### config.mk
export PLATFORM = sky130hd
export DESIGN_NAME = stopwatch_ctrl
export DESIGN_NICKNAME = d
export VERILOG_FILES = /design/src/rtl/stopwatch_ctrl.sv
export SDC_FILE = /design/constraint.sdc
export NUM_CORES = 1
export LEC_CHECK = 0
export CORE_AREA = 10 10 89 99
export DETAILED_ROUTE_END_ITERATION = 6
export DIE_AREA = 0 0 99 109
export PLACE_DENSITY = 0.75
export SYNTH_ARGS = -nofsm -noshare
export SYNTH_HDL_FRONTEND = slang
export SYNTH_SLANG_ARGS = --single-unit
export TNS_END_PERCENT = 50
### constraint.sdc
create_clock -name clk -period 3.6 [get_ports clk]
set_input_delay 0.72 -clock clk [delete_from_list [all_inputs] [get_ports clk]]
set_output_delay 0.72 -clock clk [all_outputs]
set_load 0.01 [all_outputs]
### src/rtl/stopwatch_ctrl.sv
// stopwatch_ctrl: mm:ss.cc stopwatch sequencer.
// Edge-detects the debounced button levels, runs an IDLE/RUN/PAUSED state machine,
// prescales clk down to a centisecond tick and cascades cs -> sec -> min counters.
// A lap snapshot can freeze the display while the live counters keep running.
module stopwatch_ctrl #(
  parameter int PRESCALE = 1000000
) (
  input  logic       clk,
  input  logic       rst_n,
  input  logic       start_stop,
  input  logic       lap,
  input  logic       clear,
  output logic [6:0] cs_out,
  output logic [5:0] sec_out,
  output logic [5:0] min_out,
  output logic       running,
  output logic       lap_active,
  output logic       rollover
);

  localparam int PRE_W = $clog2(PRESCALE);
  localparam logic [PRE_W-1:0] PRE_LAST = PRE_W'(PRESCALE - 1);

  typedef enum logic [1:0] {
    ST_IDLE   = 2'b00,
    ST_RUN    = 2'b01,
    ST_PAUSED = 2'b10
  } state_t;

  state_t           state_r, state_nxt_s;
  logic             ss_q_r, lap_q_r, clr_q_r;
  logic             clr_req_s, ss_req_s, lap_req_s;
  logic [PRE_W-1:0] pre_r, pre_nxt_s;
  logic [6:0]       cs_r, cs_nxt_s, snap_cs_r, snap_cs_nxt_s, disp_cs_s;
  logic [5:0]       sec_r, sec_nxt_s, snap_sec_r, snap_sec_nxt_s, disp_sec_s;
  logic [5:0]       min_r, min_nxt_s, snap_min_r, snap_min_nxt_s, disp_min_s;
  logic             lap_act_r, lap_act_nxt_s;
  logic             count_en_s, tick_s, roll_nxt_s;
  logic             running_r, rollover_r;

  assign lap_active = lap_act_r;
  assign running    = running_r;
  assign rollover   = rollover_r;

  // Rising-edge requests with fixed priority clear > start_stop > lap.
  always_comb begin
    clr_req_s = clear & ~clr_q_r;
    ss_req_s  = start_stop & ~ss_q_r & ~clr_req_s;
    lap_req_s = lap & ~lap_q_r & ~clr_req_s & ~ss_req_s;
  end

  // Next-state logic of the IDLE/RUN/PAUSED controller.
  always_comb begin
    state_nxt_s = state_r;
    if (clr_req_s) begin
      state_nxt_s = ST_IDLE;
    end else if (ss_req_s) begin
      case (state_r)
        ST_IDLE:   state_nxt_s = ST_RUN;
        ST_RUN:    state_nxt_s = ST_PAUSED;
        ST_PAUSED: state_nxt_s = ST_RUN;
        default:   state_nxt_s = ST_IDLE;
      endcase
    end else begin
      state_nxt_s = state_r;
    end
  end

  // Prescaler, counter cascade, lap snapshot and display selection.
  always_comb begin
    // The prescaler only advances on cycles that start and stay in RUN, so the
    // entering and leaving edges do not consume part of a tick.
    count_en_s     = (state_r == ST_RUN) && (state_nxt_s == ST_RUN);
    pre_nxt_s      = pre_r;
    tick_s         = 1'b0;
    cs_nxt_s       = cs_r;
    sec_nxt_s      = sec_r;
    min_nxt_s      = min_r;
    roll_nxt_s     = 1'b0;
    lap_act_nxt_s  = lap_act_r;
    snap_cs_nxt_s  = snap_cs_r;
    snap_sec_nxt_s = snap_sec_r;
    snap_min_nxt_s = snap_min_r;
    if (clr_req_s) begin
      pre_nxt_s      = '0;
      cs_nxt_s       = 7'd0;
      sec_nxt_s      = 6'd0;
      min_nxt_s      = 6'd0;
      lap_act_nxt_s  = 1'b0;
      snap_cs_nxt_s  = 7'd0;
      snap_sec_nxt_s = 6'd0;
      snap_min_nxt_s = 6'd0;
    end else begin
      if (count_en_s) begin
        if (pre_r == PRE_LAST) begin
          pre_nxt_s = '0;
          tick_s    = 1'b1;
        end else begin
          pre_nxt_s = pre_r + PRE_W'(1);
        end
      end else begin
        pre_nxt_s = pre_r;
      end
      // All stages update on the tick edge itself; carries are combinational.
      if (tick_s) begin
        if (cs_r == 7'd99) begin
          cs_nxt_s = 7'd0;
          if (sec_r == 6'd59) begin
            sec_nxt_s = 6'd0;
            if (min_r == 6'd59) begin
              min_nxt_s  = 6'd0;
              roll_nxt_s = 1'b1;
            end else begin
              min_nxt_s = min_r + 6'd1;
            end
          end else begin
            sec_nxt_s = sec_r + 6'd1;
          end
        end else begin
          cs_nxt_s = cs_r + 7'd1;
        end
      end else begin
        cs_nxt_s = cs_r;
      end
      // Lap toggles in RUN (snapshot takes the pre-increment counts); in PAUSED
      // it can only release the freeze; in IDLE it does nothing.
      if (lap_req_s && (state_r == ST_RUN)) begin
        lap_act_nxt_s = ~lap_act_r;
        if (!lap_act_r) begin
          snap_cs_nxt_s  = cs_r;
          snap_sec_nxt_s = sec_r;
          snap_min_nxt_s = min_r;
        end else begin
          snap_cs_nxt_s = snap_cs_r;
        end
      end else if (lap_req_s && (state_r == ST_PAUSED)) begin
        lap_act_nxt_s = 1'b0;
      end else begin
        lap_act_nxt_s = lap_act_r;
      end
    end
    if (lap_act_nxt_s) begin
      disp_cs_s  = snap_cs_nxt_s;
      disp_sec_s = snap_sec_nxt_s;
      disp_min_s = snap_min_nxt_s;
    end else begin
      disp_cs_s  = cs_nxt_s;
      disp_sec_s = sec_nxt_s;
      disp_min_s = min_nxt_s;
    end
  end

  // State, counters, snapshot, edge-detect history and registered outputs.
  always_ff @(posedge clk or negedge rst_n) begin
    if (!rst_n) begin
      state_r    <= ST_IDLE;
      ss_q_r     <= 1'b0;
      lap_q_r    <= 1'b0;
      clr_q_r    <= 1'b0;
      pre_r      <= '0;
      cs_r       <= 7'd0;
      sec_r      <= 6'd0;
      min_r      <= 6'd0;
      snap_cs_r  <= 7'd0;
      snap_sec_r <= 6'd0;
      snap_min_r <= 6'd0;
      lap_act_r  <= 1'b0;
      running_r  <= 1'b0;
      rollover_r <= 1'b0;
      cs_out     <= 7'd0;
      sec_out    <= 6'd0;
      min_out    <= 6'd0;
    end else begin
      state_r    <= state_nxt_s;
      ss_q_r     <= start_stop;
      lap_q_r    <= lap;
      clr_q_r    <= clear;
      pre_r      <= pre_nxt_s;
      cs_r       <= cs_nxt_s;
      sec_r      <= sec_nxt_s;
      min_r      <= min_nxt_s;
      snap_cs_r  <= snap_cs_nxt_s;
      snap_sec_r <= snap_sec_nxt_s;
      snap_min_r <= snap_min_nxt_s;
      lap_act_r  <= lap_act_nxt_s;
      running_r  <= (state_nxt_s == ST_RUN);
      rollover_r <= roll_nxt_s;
      cs_out     <= disp_cs_s;
      sec_out    <= disp_sec_s;
      min_out    <= disp_min_s;
    end
  end

endmodule
# [Word-level counts from Yosys, hierarchy flattened]
# Cells that the tools add are included.
[word_totals] ff_bits=85
[classes] addsub=4 n_eq_ne=7 muxes=41 bitwise_logic=12 n_reduce_logical=6
[ops] op="2-to-1 mux 6 bit" count=17
[ops] op="2-to-1 mux 20 bit" count=3
[ops] op="2-to-1 mux 7 bit" count=7
[ops] op="adder 20 x 1 -> 20 bit, second input constant" count=1
[ops] op="equality test 20 bit, second input constant" count=1
[ops] op="adder 6 x 1 -> 6 bit, second input constant" count=2
[ops] op="equality test 6 bit, second input constant" count=2
[ops] op="2-to-1 mux 1 bit" count=11
[ops] op="adder 7 x 1 -> 7 bit, second input constant" count=1
[ops] op="equality test 7 bit, second input constant" count=1
[ops] op="bitwise AND 1 bit" count=6
[ops] op="inverter 1 bit" count=6
[ops] op="equality test 2 x 1 -> 1 bit, second input constant" count=2
[ops] op="2-to-1 mux 2 bit" count=2
[ops] op="case mux 2 bit (2 select lines)" count=1
[ops] op="logical AND 1 bit" count=3
[ops] op="equality test 2 bit, second input constant" count=1
[ops] op="zero test 2 bit" count=1
[ops] op="nonzero test 2 bit" count=1
[ops] op="OR reduction 2 bit" count=1

# [Longest topological paths before layout]
# Gate-level depths: netlist (run 1).
[logic_depth] ltp_word=13 depth_mapped=8 depth_no_buf=7

# [Worst setup path before layout (run 1)]
# OpenSTA, ideal clock, no wires.
[synth_timing] path_kind="reg-to-reg" start="register pre_r[6]" end="register sec_out[4]" setup_ns=0.124 arrival_ns=2.611 path_slack_ns=0.865 stages_incl_launch_ff=9 synth_period_minus_slack_ns=2.735 path_cell_list="dfrtp_1 > or4_1 > or4_1 > buf_2 > or4_4 > buf_6 > o31ai_1 > o41a_1 > o2bb2ai_1"
[synth_via] elab_chain_len=7
[synth_lines] item="start, declared" line="33" text="logic [PRE_W-1:0] pre_r, pre_nxt_s;"
[synth_lines] item="start signal, assigned" line="178" text="pre_r <= pre_nxt_s;"
[synth_lines] item="equality test 20 bit" line="95" text="if (pre_r == PRE_LAST) begin"
[synth_lines] item="2-to-1 mux 1 bit" line="95"
[synth_lines] item="2-to-1 mux 1 bit" line="94" text="if (count_en_s) begin"
[synth_lines] item="2-to-1 mux 1 bit" line="84" text="if (clr_req_s) begin"
[synth_lines] item="2-to-1 mux 6 bit" line="105" text="if (tick_s) begin"
[synth_lines] item="2-to-1 mux 6 bit" line="84"
[synth_lines] item="2-to-1 mux 6 bit" line="142" text="if (lap_act_nxt_s) begin"
[synth_lines] item="via disp_sec_s[4]" line="35" text="logic [5:0] sec_r, sec_nxt_s, snap_sec_r, snap_sec_nxt_s, disp_sec_s;"
[synth_lines] item="end signal, assigned" line="189" text="sec_out <= disp_sec_s;"
[synth_lines] item="end, declared" line="14" text="output logic [5:0] sec_out,"
# The timed path passes the listed nets, and every way through them passes these cells. The select of a mux whose other input is x is not followed.
# A chain may end at the register's enable or synchronous reset.

# [Final worst setup path (run 1)]
[layout_timing] start="register pre_r[6]" end="register sec_out[2]"
# The elaborated chain is that of the path after synthesis.

==> flow_summary.ini, run 1 <==
[outcome]
status = completed

[timing]
report.final.slew_viol_count = 0
headroom_to_the_max_slew_limit = 0.3072
final-hold-violation-count = 0
maxClockFrequency_mhz = 331.5
fin_crit_sh = 0.8379
tightestPinTransition_ns = 1.039
layout_min_cycle_time_ns = 3.016
grt_setup_unrepaired = no
timing.clock.skew_ns = 0.008765
tns_ns = 0
final-setup-viol-count = 0

[grt]
grt_pass1_wl_mm = 13.65
groute.usage.overall = 0.1551
first_global_vias = 2819
grt_antenna_before_repair = 0
grt_overflow = 0
grt_max_degree = 86

[worst_setup_path]
worst_endpoint_data_arrival_time_ns = 3.29
worstSetupStartpointType = flip-flop
crit-reg2reg-launch = pre_r[6]
cp-startpoint = pre_r[6]
worstPathRequired_ns = 3.87
worst-path-max-fanout = 7
crit_path_end = sec_out[2]
critical_path.reg2reg.endpoint = sec_out[2]
worstRegToRegCells = 6
setup_cp_type = flip-flop to flip-flop
ff2ff_setup_slack_ns = 0.58
worstSetupEndpointType = flip-flop

[floorplanning]
placement_rows = 32
core_area_sq_um = 6847
fp.dieW_um = 99
starting_density_of_the_core = 0.5641
floorplan.die.height_um = 109
dieArea_sq_um = 10790
io-pin-count = 27

[clock_tree]
worst_skew_pair.late_latency_ns = 0.36
path_clk_slew_ns = 0.08
post-cts-setup-buffers = 0
ctsHtreeMaxLevel = 3
hold_buf_cts = 0
clock_tree_from_tritoncts = built
numClockSinks = 85
cts.path.max_buffers = 2
cts_inserted_buffers = 9
cts_repair_resize_count = 0
ctsRootBufferMaster = sky130_fd_sc_hd__clkbuf_8

[routing]
drt-vias-per-instance = 5.801
drt-wirelength-per-cell_um = 16.15
drt_first_pass_iters = 4
detailroute.via_count = 2825
remaining_drc_errors = 0
antenna_left = 0
dr.first_iter.drc_count = 145
detail_route.wirelength_mm = 7.867

[worst_hold_path]
min_path_type = flip-flop to flip-flop

[layout]
final.fill_count = 548
ff_latch_area_sq_um = 2127
drive_above_1_share = 0.09701
final_util = 0.6489
layout.nets = 406
count_of_inserted_antenna_diode_cells = 0
multi_input_comb_area_sq_um = 1669
layout_stage_area_growth_over_the_synthesis_result_pct = 15.03

[placed_design]
finalWeightedCongestion = 0.8520
post-dp-hpwl_mm = 5.361
buffer_ports.inserted = 26

[power_and_ir_drop]
p_leak_nw = 1.994
power_per_cell_area_nw_per_um2 = 452.2
vdd_ir_drop_max_mv = 0.3142

[synthesis]
synthTopCellsByArea = sky130_fd_sc_hd__dfrtp_1, sky130_fd_sc_hd__nor2_1, sky130_fd_sc_hd__mux2i_1
gate_count_post_synth = 366
synth_top_flop_cell = sky130_fd_sc_hd__dfrtp_1
syn_avg_cell_area_sq_um = 10.55
synth-seq-cells = 85
library_cell_with_the_largest_summed_area_after_synthesis = sky130_fd_sc_hd__dfrtp_1
synth_cell_type_count = 47
synthArstFlopShare = 1.000
synth.top_cell.area_share = 0.5507
yosys_warnings = 0
synthesis.nets = 375
syn-cell-area_sq_um = 3862
yosysSeqAreaShare = 0.5507
synth-edff-count = 0

[flow_run]
count_of_maximum_capacitance_violations = 0
worst min-delay path by stage:
stage                  startpoint       endpoint  slack [ns]  cells past startpoint
finish              snap_min_r[4]  snap_min_r[4]        0.53                      2
global route        snap_min_r[4]  snap_min_r[4]        0.54                      2
CTS                 snap_min_r[4]  snap_min_r[4]        0.53                      2
detailed placement  snap_min_r[4]  snap_min_r[4]        0.51                      2
global placement    snap_min_r[4]  snap_min_r[4]        0.50                      2
floorplan                   rst_n        clr_q_r        0.42                      0
Yosys cell counts (2+ instances only):
cell type and instances:
sky130_fd_sc_hd__nand2b_1 5, sky130_fd_sc_hd__ha_1 4, sky130_fd_sc_hd__or3_1 5, sky130_fd_sc_hd__o21ai_0 9, sky130_fd_sc_hd__nor4_1 5, sky130_fd_sc_hd__nand4b_1 3
sky130_fd_sc_hd__nor3b_1 2, sky130_fd_sc_hd__nand3b_1 2, sky130_fd_sc_hd__nor2b_1 4, sky130_fd_sc_hd__nand2_1 23, sky130_fd_sc_hd__nor3_1 8, sky130_fd_sc_hd__and2_1 4
sky130_fd_sc_hd__clkbuf_1 10, sky130_fd_sc_hd__mux2_2 4, sky130_fd_sc_hd__nor2_1 59, sky130_fd_sc_hd__nand3_1 12, sky130_fd_sc_hd__o2bb2ai_1 12, sky130_fd_sc_hd__nand4_1 12
sky130_fd_sc_hd__o31ai_1 2, sky130_fd_sc_hd__mux2i_1 21, sky130_fd_sc_hd__a21oi_1 14, sky130_fd_sc_hd__inv_1 4, sky130_fd_sc_hd__xor2_1 12, sky130_fd_sc_hd__dfrtp_1 85
sky130_fd_sc_hd__and3_1 12, sky130_fd_sc_hd__xnor2_1 9, sky130_fd_sc_hd__buf_1 3, sky130_fd_sc_hd__or4_1 2
worst max-delay path, stage by stage, from the launching register on:
cell                      delay, ns
sky130_fd_sc_hd__dfrtp_1       0.42
sky130_fd_sc_hd__or4_1         0.54
sky130_fd_sc_hd__or4_1         0.67
sky130_fd_sc_hd__nor4_1        0.77
sky130_fd_sc_hd__nand2_1       0.15
sky130_fd_sc_hd__xnor2_1       0.17
sky130_fd_sc_hd__o31ai_1       0.22
through the flow:
stage / area [sq um] / std cells / worst slack (ns) / hold WS [ns] / power (mW)
floorplan: 3862 / 366 / 0.8646 / 0.4244 / 1.189
global route: 4443 / 487 / 0.3655 / 0.5353 / 2.105
finish: 4443 / 487 / 0.5835 / 0.5254 / 2.009
detailed placement: 4243 / 471 / 0.6012 / 0.5066 / 1.347
CTS: 4443 / 487 / 0.5819 / 0.5273 / 2.034
global placement: 4243 / 471 / 0.6595 / 0.4965 / 1.345
report_power, final:
| group | switching, mW | total, mW | internal (mW) |
|---|---|---|---|
| clock | 0.346 | 0.687 | 0.341 |
| combinational | 0.194 | 0.308 | 0.114 |
| sequential | 0.0265 | 1.01 | 0.987 |
| total | 0.567 | 2.01 | 1.44 |
layout make-up:
class / count / share of cell area
multi-input cells: 262 / 0.3757
repair buffers: 35 / 0.07322
flip-flops and latches: 85 / 0.4787
clock inverters: 5 / 0.01324
clock buffers: 11 / 0.03182
well taps: 85 / 0.02394
inverters: 4 / 0.003379
per-layer routing:
metal  global-route usage  wire (um)  up-vias
li1                     -          -     1355
met1               0.1908       3552     1404
met2               0.2491       3801       54
met3              0.03291        353       12
met4              0.08811        160        0
met5                    0          0        -
kinds of logic (layout without fill, tap and decap cells):
kind of cell / Yosys count / count (layout) / synth area share
simple gates: 165 / 165 / 0.2187
flops: 85 / 85 / 0.5507
compound gates: 47 / 47 / 0.08325
mux: 25 / 25 / 0.06608
xor+xnor: 21 / 21 / 0.04762
buf+inv: 19 / 55 / 0.02073
fa+ha+maj: 4 / 4 / 0.01296
layout by cell type, fill, tap and decap left out, types with 3 or more instances in the layout:
| cell | n |
|---|---|
| sky130_fd_sc_hd__a21oi_1 | 14 |
| sky130_fd_sc_hd__and2_1 | 4 |
| sky130_fd_sc_hd__and3_1 | 12 |
| sky130_fd_sc_hd__buf_4 | 10 |
| sky130_fd_sc_hd__clkbuf_8 | 10 |
| sky130_fd_sc_hd__clkdlybuf4s50_1 | 25 |
| sky130_fd_sc_hd__dfrtp_1 | 85 |
| sky130_fd_sc_hd__ha_1 | 4 |
| sky130_fd_sc_hd__inv_1 | 4 |
| sky130_fd_sc_hd__mux2_2 | 4 |
| sky130_fd_sc_hd__mux2i_1 | 21 |
| sky130_fd_sc_hd__nand2_1 | 23 |
| sky130_fd_sc_hd__nand2b_1 | 5 |
| sky130_fd_sc_hd__nand3_1 | 12 |
| sky130_fd_sc_hd__nand4_1 | 12 |
| sky130_fd_sc_hd__nand4b_1 | 3 |
| sky130_fd_sc_hd__nor2_1 | 59 |
| sky130_fd_sc_hd__nor2b_1 | 3 |
| sky130_fd_sc_hd__nor3_1 | 7 |
| sky130_fd_sc_hd__nor4_1 | 5 |
| sky130_fd_sc_hd__o21ai_0 | 9 |
| sky130_fd_sc_hd__o2bb2ai_1 | 12 |
| sky130_fd_sc_hd__or3_1 | 5 |
| sky130_fd_sc_hd__xnor2_1 | 9 |
| sky130_fd_sc_hd__xor2_1 | 12 |
flip-flops by register name, indices dropped and copies added, names as in the netlist, 2 cells and up:
signal      flops
state_r         2
snap_sec_r      6
min_out         6
cs_out          7
min_r           6
sec_out         6
cs_r            7
sec_r           6
pre_r          20
snap_min_r      6
snap_cs_r       7
Power figures use the tool's default switching activity.
==> inputs of run 2 (changes only) <==
- clock period: 3.6 -> 2.8 ns (I/O delays scaled with it)
==> run 2 against run 1 <==
Setup slack got worse by 0.50 ns; combinational power rose by 34%; global-route usage fell by 0.11 points; non-clock buffer count rose by 12; wire length rose by 1.6%; clock power rose by 36%; critical path depth did not move; worst hold slack got worse by 0.35 ns; sequential share of layout area fell by 1.6 points; count of clock-buffer cells in the layout fell by 2; cell area rose by 3.4%; critical path type unchanged; largest cell class unchanged.
==> flow_summary.ini, run 2 (synthesis gave the netlist of run 1 again) <==
[timing]
final-setup-viol-count = 0
fin_crit_sh = 0.9688
tightestPinTransition_ns = 0.7482
report.final.slew_viol_count = 0
grt_setup_unrepaired = no
final.hold.worst_slack_ns = 0.1784
headroom_to_the_max_slew_limit = 0.4989
timing.clock.skew_ns = 0.01093
layout_min_cycle_time_ns = 2.713
maxClockFrequency_mhz = 368.6
final-hold-violation-count = 0

[placed_design]
post-dp-hpwl_mm = 5.557
post-place-cells = 482
finalWeightedCongestion = 0.9388
placed_cell_areas_sq_um = 4338
buffer_ports.inserted = 26

[power_and_ir_drop]
p_leak_nw = 2.070
vdd_ir_drop_max_mv = 0.4066
pwr-share-comb = 0.156
p_int_mw = 1.927
clock_power_share = 0.353
share_seq_of_total_power = 0.491
switching_power_uw = 724.3
p_sw_frac = 0.2732
power_per_cell_area_nw_per_um2 = 577.1

[routing]
antenna_left = 0
detailroute.via_count = 2850
remaining_drc_errors = 0
dr.first_iter.drc_count = 75
drt-wirelength-per-cell_um = 16.05
drt-vias-per-instance = 5.723
detail_route.wirelength_mm = 7.995
drt_first_pass_iters = 4

[worst_setup_path]
worst-path-max-fanout = 6
worstRegToRegCells = 6
worstSetupEndpointType = flip-flop
critical_path.reg2reg.endpoint = sec_r[4]
setup_cp_type = flip-flop to flip-flop
worst_endpoint_data_arrival_time_ns = 2.93
worstSetupStartpointType = flip-flop
ff2ff_setup_slack_ns = 0.09
worstPathRequired_ns = 3.02
crit-reg2reg-launch = pre_r[10]

[floorplanning]
dieArea_sq_um = 10790
floorplan.die.height_um = 109
core_area_sq_um = 6847
starting_density_of_the_core = 0.5641
placement_rows = 32
fp.dieW_um = 99
io-pin-count = 27

[grt]
groute.usage.overall = 0.1540
grt_max_degree = 45
first_global_vias = 2862
grt_antenna_before_repair = 0
grt_overflow = 0
grt_pass1_wl_mm = 13.58

[clock_tree]
ctsRootBufferMaster = sky130_fd_sc_hd__clkbuf_8
cts.path.max_buffers = 2
worst_skew_pair.late_latency_ns = 0.36
cts_inserted_buffers = 9
ctsHtreeMaxLevel = 3
path_clk_slew_ns = 0.08
numClockSinks = 85
clock_tree_from_tritoncts = built

[layout]
final.fill_count = 517
largest_register_ffs = 20
layout.nets = 418
drive_above_1_share = 0.1356
registers.top_by_ff_count = pre_r
layout_stage_area_growth_over_the_synthesis_result_pct = 18.95
count_of_inserted_antenna_diode_cells = 0
leading_cell_types_in_the_layout_fill_and_taps_excluded = sky130_fd_sc_hd__dfrtp_1, sky130_fd_sc_hd__nor2_1, sky130_fd_sc_hd__clkdlybuf4s50_1, sky130_fd_sc_hd__nand2_1
leading_cell_type_in_the_layout_fill_and_taps_excluded = sky130_fd_sc_hd__dfrtp_1
layout.cell_area.non_filler_sq_um = 4594
final-instance-count-excl-fill = 498

[flow_run]
count_of_maximum_capacitance_violations = 0

[outcome]
status = completed

[worst_hold_path]
min_path_type = input pin to async pin
-- run 2: how the worst max path moves through the flow --
| stage | slack, ns | startpoint | to |
|---|---|---|---|
| after global routing | 0.003 | pre_r[10] | sec_out[4] |
| after detailed placement | -0.04 | pre_r[10] | sec_out[2] |
| final | 0.09 | pre_r[10] | sec_r[4] |
| after CTS | 0.006 | pre_r[10] | min_out[2] |
| after global placement | 0.08 | pre_r[10] | sec_out[2] |
| after floorplan | 0.06 | pre_r[6] | sec_out[4] |
-- run 2: repair_timing --
action	in CTS	in global routing
gates resized for setup	1	5
hold buffers	0	0
buffers inserted	0	1
setup endpoints to repair	1	10
-- run 2: through the flow --
stage          power, mW  utilization  setup slack, ns  setup TNS [ns]
2_1_floorplan      1.529            -          0.06460               0
3_3_place_gp       1.739       0.6336          0.07585               0
3_5_place_dp       1.742       0.6336         -0.04216        -0.04216
4_1_cts            2.671       0.6656         0.005764               0
5_1_grt            2.762       0.6711         0.003033               0
6_report           2.652       0.6711          0.08730               0
-- run 2: worst max-delay path, stage by stage, from the launching register on --
cell,delay (ns)
sky130_fd_sc_hd__dfrtp_1,0.42
sky130_fd_sc_hd__or4_1,0.54
sky130_fd_sc_hd__or4_4,0.57
sky130_fd_sc_hd__or4_4,0.56
sky130_fd_sc_hd__o31ai_2,0.22
sky130_fd_sc_hd__o41a_1,0.22
sky130_fd_sc_hd__nor2_1,0.05
-- run 2: power by group through the flow --
stage               logic, mW  registers [mW]  clock network [mW]
floorplan               0.198            1.33                   0
global placement        0.413            1.33                   0
detailed placement      0.415            1.33                   0
CTS                     0.419            1.30               0.950
global route            0.456            1.31               0.996
finish                  0.414            1.30               0.936
-- run 2: area by class of cell --
cell class / count / area [sq um] / area share
inverters: 4 / 15.01 / 0.003268
clock inverters: 6 / 88.84 / 0.01934
repair buffers: 47 / 427.9 / 0.09314
well taps: 85 / 106.4 / 0.02315
clock buffers: 9 / 123.9 / 0.02696
flip-flops and latches: 85 / 2127 / 0.4630
multi-input cells: 262 / 1705 / 0.3712
-- run 2: per-layer routing --
metal	up-vias	GRT usage	wire (um)
li1	1380	-	-
met4	0	0.08197	171
met1	1414	0.1832	3614
met3	13	0.03165	279
met2	43	0.2579	3930
met5	-	0	0
